### config.mk
export PLATFORM = sky130hd
export DESIGN_NAME = instruction_loader
export DESIGN_NICKNAME = d
export VERILOG_FILES = /design/src/rtl/instruction_loader.sv
export SDC_FILE = /design/constraint.sdc
export NUM_CORES = 1
export LEC_CHECK = 0
export ABC_CLOCK_PERIOD_IN_PS = 2300
export CAP_MARGIN = 20
export CORE_MARGIN = 4
export CORE_UTILIZATION = 35
export CTS_BUF_LIST = sky130_fd_sc_hd__clkbuf_2 sky130_fd_sc_hd__clkbuf_4 sky130_fd_sc_hd__clkbuf_8
export CTS_CLUSTER_SIZE = 10
export DETAILED_ROUTE_END_ITERATION = 7
export PLACE_DENSITY_LB_ADDON = 0.05
export SLEW_MARGIN = 20
export SYNTH_ARGS = -nofsm -noshare
export SYNTH_HDL_FRONTEND = slang
export SYNTH_SLANG_ARGS = --single-unit
### constraint.sdc
create_clock -name i_clk -period 2.3 [get_ports i_clk]
set_input_delay 0.46 -clock i_clk [delete_from_list [all_inputs] [get_ports i_clk]]
set_output_delay 0.46 -clock i_clk [all_outputs]
set_load 0.02 [all_outputs]
### src/rtl/instruction_loader.sv
// instruction_loader
//   Write-side master for instruction_memory. Collects bytes from the debug UART
//   receiver over a valid/ready handshake, packs them MSB-first into instruction
//   words and writes each completed word into the memory. A load starts on
//   i_start. It ends on the HALT word (o_load_done) or when the memory is full
//   (o_load_error).
//
// Ports
//   i_clk, i_reset           clock (rising edge) and asynchronous active-low reset
//   i_start                  single-cycle request to begin a load
//   i_byte, i_byte_valid     incoming byte and its valid flag
//   o_byte_ready             byte accepted on an edge where valid and ready are both 1
//   o_clear_mem              single-cycle clear pulse to instruction_memory
//   o_instruction_write      single-cycle write strobe to instruction_memory
//   o_instruction            assembled word; holds its value between strobes
//   o_word_count             words written in this load, HALT included
//   o_load_done              level: the load ended on the HALT word
//   o_load_error             level: the memory filled up without a HALT word
module instruction_loader #(
    parameter int unsigned WORD_SIZE_IN_BYTES = 4,
    parameter int unsigned MEM_SIZE_IN_WORDS  = 10,
    parameter logic [WORD_SIZE_IN_BYTES*8-1:0] HALT_INSTRUCTION =
        {{(WORD_SIZE_IN_BYTES*8-1){1'b0}}, 1'b1}
) (
    input  logic                                       i_clk,
    input  logic                                       i_reset,
    input  logic                                       i_start,
    input  logic [7:0]                                 i_byte,
    input  logic                                       i_byte_valid,
    output logic                                       o_byte_ready,
    output logic                                       o_clear_mem,
    output logic                                       o_instruction_write,
    output logic [WORD_SIZE_IN_BYTES*8-1:0]            o_instruction,
    output logic [$clog2(MEM_SIZE_IN_WORDS+1)-1:0]     o_word_count,
    output logic                                       o_load_done,
    output logic                                       o_load_error
);

    localparam int unsigned WORD_W = WORD_SIZE_IN_BYTES * 8;
    localparam int unsigned CNT_W  = $clog2(MEM_SIZE_IN_WORDS + 1);
    localparam int unsigned IDX_W  = (WORD_SIZE_IN_BYTES > 1) ? $clog2(WORD_SIZE_IN_BYTES) : 1;

    typedef enum logic [2:0] {
        StIdle,
        StClear,
        StReceive,
        StWrite,
        StDone,
        StError
    } state_e;

    state_e             state;
    logic [IDX_W-1:0]   byte_idx;
    logic [WORD_W-1:0]  word_buf;

    logic [WORD_W-1:0]  word_next;
    logic [CNT_W-1:0]   count_next;
    logic               last_byte;
    logic               accept;

    always_comb begin
        word_next = word_buf;
        // First byte of a word lands in the top byte lane.
        word_next[(WORD_SIZE_IN_BYTES - 1 - int'(byte_idx)) * 8 +: 8] = i_byte;
        count_next = o_word_count + CNT_W'(1);
        last_byte  = (byte_idx == IDX_W'(WORD_SIZE_IN_BYTES - 1));
        accept     = i_byte_valid && o_byte_ready;
    end

    // All outputs are registered: each one is set on the edge that enters the
    // state in which it must be visible.
    always_ff @(posedge i_clk or negedge i_reset) begin
        if (!i_reset) begin
            state               <= StIdle;
            byte_idx            <= '0;
            word_buf            <= '0;
            o_byte_ready        <= 1'b0;
            o_clear_mem         <= 1'b0;
            o_instruction_write <= 1'b0;
            o_instruction       <= '0;
            o_word_count        <= '0;
            o_load_done         <= 1'b0;
            o_load_error        <= 1'b0;
        end else begin
            o_clear_mem         <= 1'b0;
            o_instruction_write <= 1'b0;

            unique case (state)
                StIdle, StDone, StError: begin
                    o_byte_ready <= 1'b0;
                    if (i_start) begin
                        state        <= StClear;
                        o_clear_mem  <= 1'b1;
                        o_word_count <= '0;
                        byte_idx     <= '0;
                        o_load_done  <= 1'b0;
                        o_load_error <= 1'b0;
                    end
                end

                StClear: begin
                    state        <= StReceive;
                    o_byte_ready <= 1'b1;
                end

                StReceive: begin
                    if (accept) begin
                        word_buf <= word_next;
                        if (last_byte) begin
                            byte_idx            <= '0;
                            state               <= StWrite;
                            o_byte_ready        <= 1'b0;
                            o_instruction_write <= 1'b1;
                            o_instruction       <= word_next;
                        end else begin
                            byte_idx <= byte_idx + IDX_W'(1);
                        end
                    end
                end

                StWrite: begin
                    o_word_count <= count_next;
                    // HALT takes priority, so a HALT in the last slot is a clean finish.
                    if (o_instruction == HALT_INSTRUCTION) begin
                        state       <= StDone;
                        o_load_done <= 1'b1;
                    end else if (count_next == CNT_W'(MEM_SIZE_IN_WORDS)) begin
                        state        <= StError;
                        o_load_error <= 1'b1;
                    end else begin
                        state        <= StReceive;
                        o_byte_ready <= 1'b1;
                    end
                end

                default: begin
                    state        <= StIdle;
                    o_byte_ready <= 1'b0;
                end
            endcase
        end
    end

endmodule

==> flow_metrics.py <==
metrics = {
    "status": {
        "status": "finished clean",
    },
    "global_routing": {
        "grt_max_degree": 79,
        "grt_pass1_wl_microns": 14900,
        "grtUsageTotal_pct": 16.5,
        "overflow": 0,
        "grt_pass1_vias": 2697,
        "antenna_found_initial": 0,
    },
    "placed_design": {
        "post_dp_cell_area_sq_um": 4260,
        "routabilityCongestion": 0.717,
        "place_hpwl_microns": 6270,
        "io_buffers": 52,
    },
    "cells_and_area": {
        "seq_area_sq_um": 1950,
        "drive_gt1_share_pct": 9.23,
        "multiInputGateArea_sq_um": 1470,
        "fill_cells": 936,
        "final_cell_mix": "dfrtp_1, clkdlybuf4s50_1, nand2_1, o21ai_0, a22o_1",
        "antenna_cells": 0,
        "area_growth_pct": 26.0,
        "final_area_sq_um": 4510,
        "final_common_cell": "dfrtp_1",
        "final_nets": 415,
    },
    "routing": {
        "via_per_inst": 5.05,
        "via_count": 2696,
        "first_pass_iters": 4,
        "wl_microns": 9130,
        "wl_per_cell_microns": 17.1,
        "drt_iter0_markers": 127,
        "drc": 0,
        "postRouteAntennaNets": 0,
    },
    "worst_setup_path": {
        "path_buf_inv": 1,
        "reg2reg_depth": 5,
        "cp_data_required_time_ps": 2580,
        "crit_family": "simple AND/OR/NAND/NOR gates",
        "rr_startpoint": "byte_idx[0]",
        "reg2reg_to": "word_buf[31]",
        "crit_chain": "inv_1, ha_1, nor4b_4, and3_1, a22o_1",
        "cp.arrival_ps": 2250,
        "critPathMaxStageDelay_ps": 520,
        "path_max_fanout": 8,
        "crit_path_end_kind": "flip-flop",
        "r2r_slack_ps": 330,
        "cp-start-kind": "flip-flop",
        "slowest_stage": "dfrtp_1",
        "crit_type": "flip-flop to flip-flop",
    },
    "clock_network": {
        "cts_tree": "built",
        "holdBufCountCts": 0,
        "clock-root-buffer": "clkbuf_8",
        "clock_latency_ps": 350,
        "cts_max_level": 3,
        "cts_buffers": 9,
        "cts.path.max_buffers": 2,
        "clkSlewWorstSetupHoldPaths_ps": 90,
        "ctsResizeCount": 0,
        "clock_sinks": 78,
        "cts_setup_buffers": 0,
    },
    "synthesis": {
        "syn_nets": 361,
        "ys_seq_area_share_pct": 54.5,
        "ys_dominant_reg_cell": "dfrtp_1",
        "yosysUniqueCellTypes": 40,
        "synthCells": 342,
        "synth_area_per_cell_sq_um": 10.5,
        "synth-edff-count": 0,
        "synth_seq_cells": 78,
        "synth_warnings": 0,
        "synthArstFlopShare_pct": 100,
        "syn_area_sq_um": 3580,
    },
    "floorplan": {
        "die_area_sq_um": 11900,
        "floorplan.initialDensity_pct": 36.3,
        "die_h_microns": 109,
        "rows": 36,
        "die_w_microns": 109,
        "core_sq_um": 9860,
        "io_pins": 53,
    },
    "timing": {
        "finalSetupViolCount": 0,
        "relSlewSlack_pct": 65.2,
        "finalHoldViolations": 0,
        "tightest_slew_ps": 518,
        "slew_violations": 0,
        "fin_setup_tns_ps": 0,
        "grt_setup_unrepaired": "false",
        "timing.fmax_mhz": 507,
        "min_period_over_period_pct": 85.7,
        "timing.final.crit_period_ps": 1970,
        "skew_ps": 15.3,
    },
    "pwr": {
        "peakVddDrop_v": 0.000465,
        "power.leakage_nw": 2.02,
        "p_per_area_nw_per_um2": 1230,
    },
    "job": {
        "max-cap-violations": 0,
    },
    "hold_path": {
        "hp-class": "input port to asynchronous set/reset pin",
    },
}
## registers in the layout (all words and copies together) (netlist names)
| register | count |
|---|---|
| byte_idx | 2 |
| o_byte_ready | 1 |
| o_clear_mem | 1 |
| o_instruction | 32 |
| o_instruction_write | 1 |
| o_load_done | 1 |
| o_load_error | 1 |
| o_word_count | 4 |
| state | 3 |
| word_buf | 32 |
## worst max-delay path by stage
stage,from,endpoint,slack (ps),depth (start not counted)
5_1_grt,byte_idx[0],word_buf[31],200,5
3_5_place_dp,byte_idx[0],word_buf[26],370,5
4_1_cts,byte_idx[0],word_buf[31],340,5
3_3_place_gp,i_byte_valid,word_buf[18],390,4
2_1_floorplan,byte_idx[0],word_buf[16],360,7
6_report,byte_idx[0],word_buf[31],330,5
## Yosys cell counts, drive strengths merged, types with 4 or more instances
master	number	area, sq um
nand2	41	154
o21ai	35	175
a21oi	32	160
dfrtp	78	1950
a22o	34	298
nor2	4	15.0
and3	4	25.0
inv	7	26.3
nor2b	33	206
buf	23	130
nor4	7	43.8
ha	7	87.6
## through the flow
| step | cells | hold WS [ps] | util [%] | worst slack (ps) | power, mW |
|---|---|---|---|---|---|
| 6_report | 534 | 103 | 45.7 | 328 | 5.55 |
| 5_1_grt | 534 | 136 | 45.7 | 196 | 5.94 |
| 4_1_cts | 534 | 127 | 45.7 | 342 | 5.63 |
| 3_5_place_dp | 518 | 473 | 43.2 | 366 | 4.34 |
| 3_3_place_gp | 518 | 464 | 43.2 | 385 | 4.32 |
| 2_1_floorplan | 342 | 164 | - | 364 | 3.34 |
## area by class of cell
class | instances | area share [%]
well taps | 133 | 3.69
clock inverters | 5 | 2.36
inverters | 7 | 0.583
flip-flops and latches | 78 | 43.3
clock buffers | 11 | 3.08
repair buffers | 68 | 14.4
multi-input cells | 232 | 32.6
## cells by family (layout without fill, tap and decap cells)
group,after synthesis,count (layout),share of synthesized area [%]
AO/OA/AOI/OAI,116,116,20.8
buffers and inverters,32,91,4.58
adder cells (fa/ha/maj),7,7,2.45
AND/OR/NAND/NOR,106,106,16.9
multiplexers,2,2,0.559
XOR/XNOR,1,1,0.245
flip-flops,78,78,54.5
## per-layer routing
metal,track usage [%],up-vias,part of all wire (%)
met3,3.20,7,3.4
li1,-,1328,-
met4,5.77,0,0.84
met5,0,-,0
met2,23.7,51,43
met1,24.6,1310,52
## report_power, final
part | switching [mW] | internal, mW
Combinational | 1.14 | 1.04
Clock | 0.517 | 0.750
Sequential | 0.336 | 1.77
Note: power is estimated with default switching activity, not from simulation.
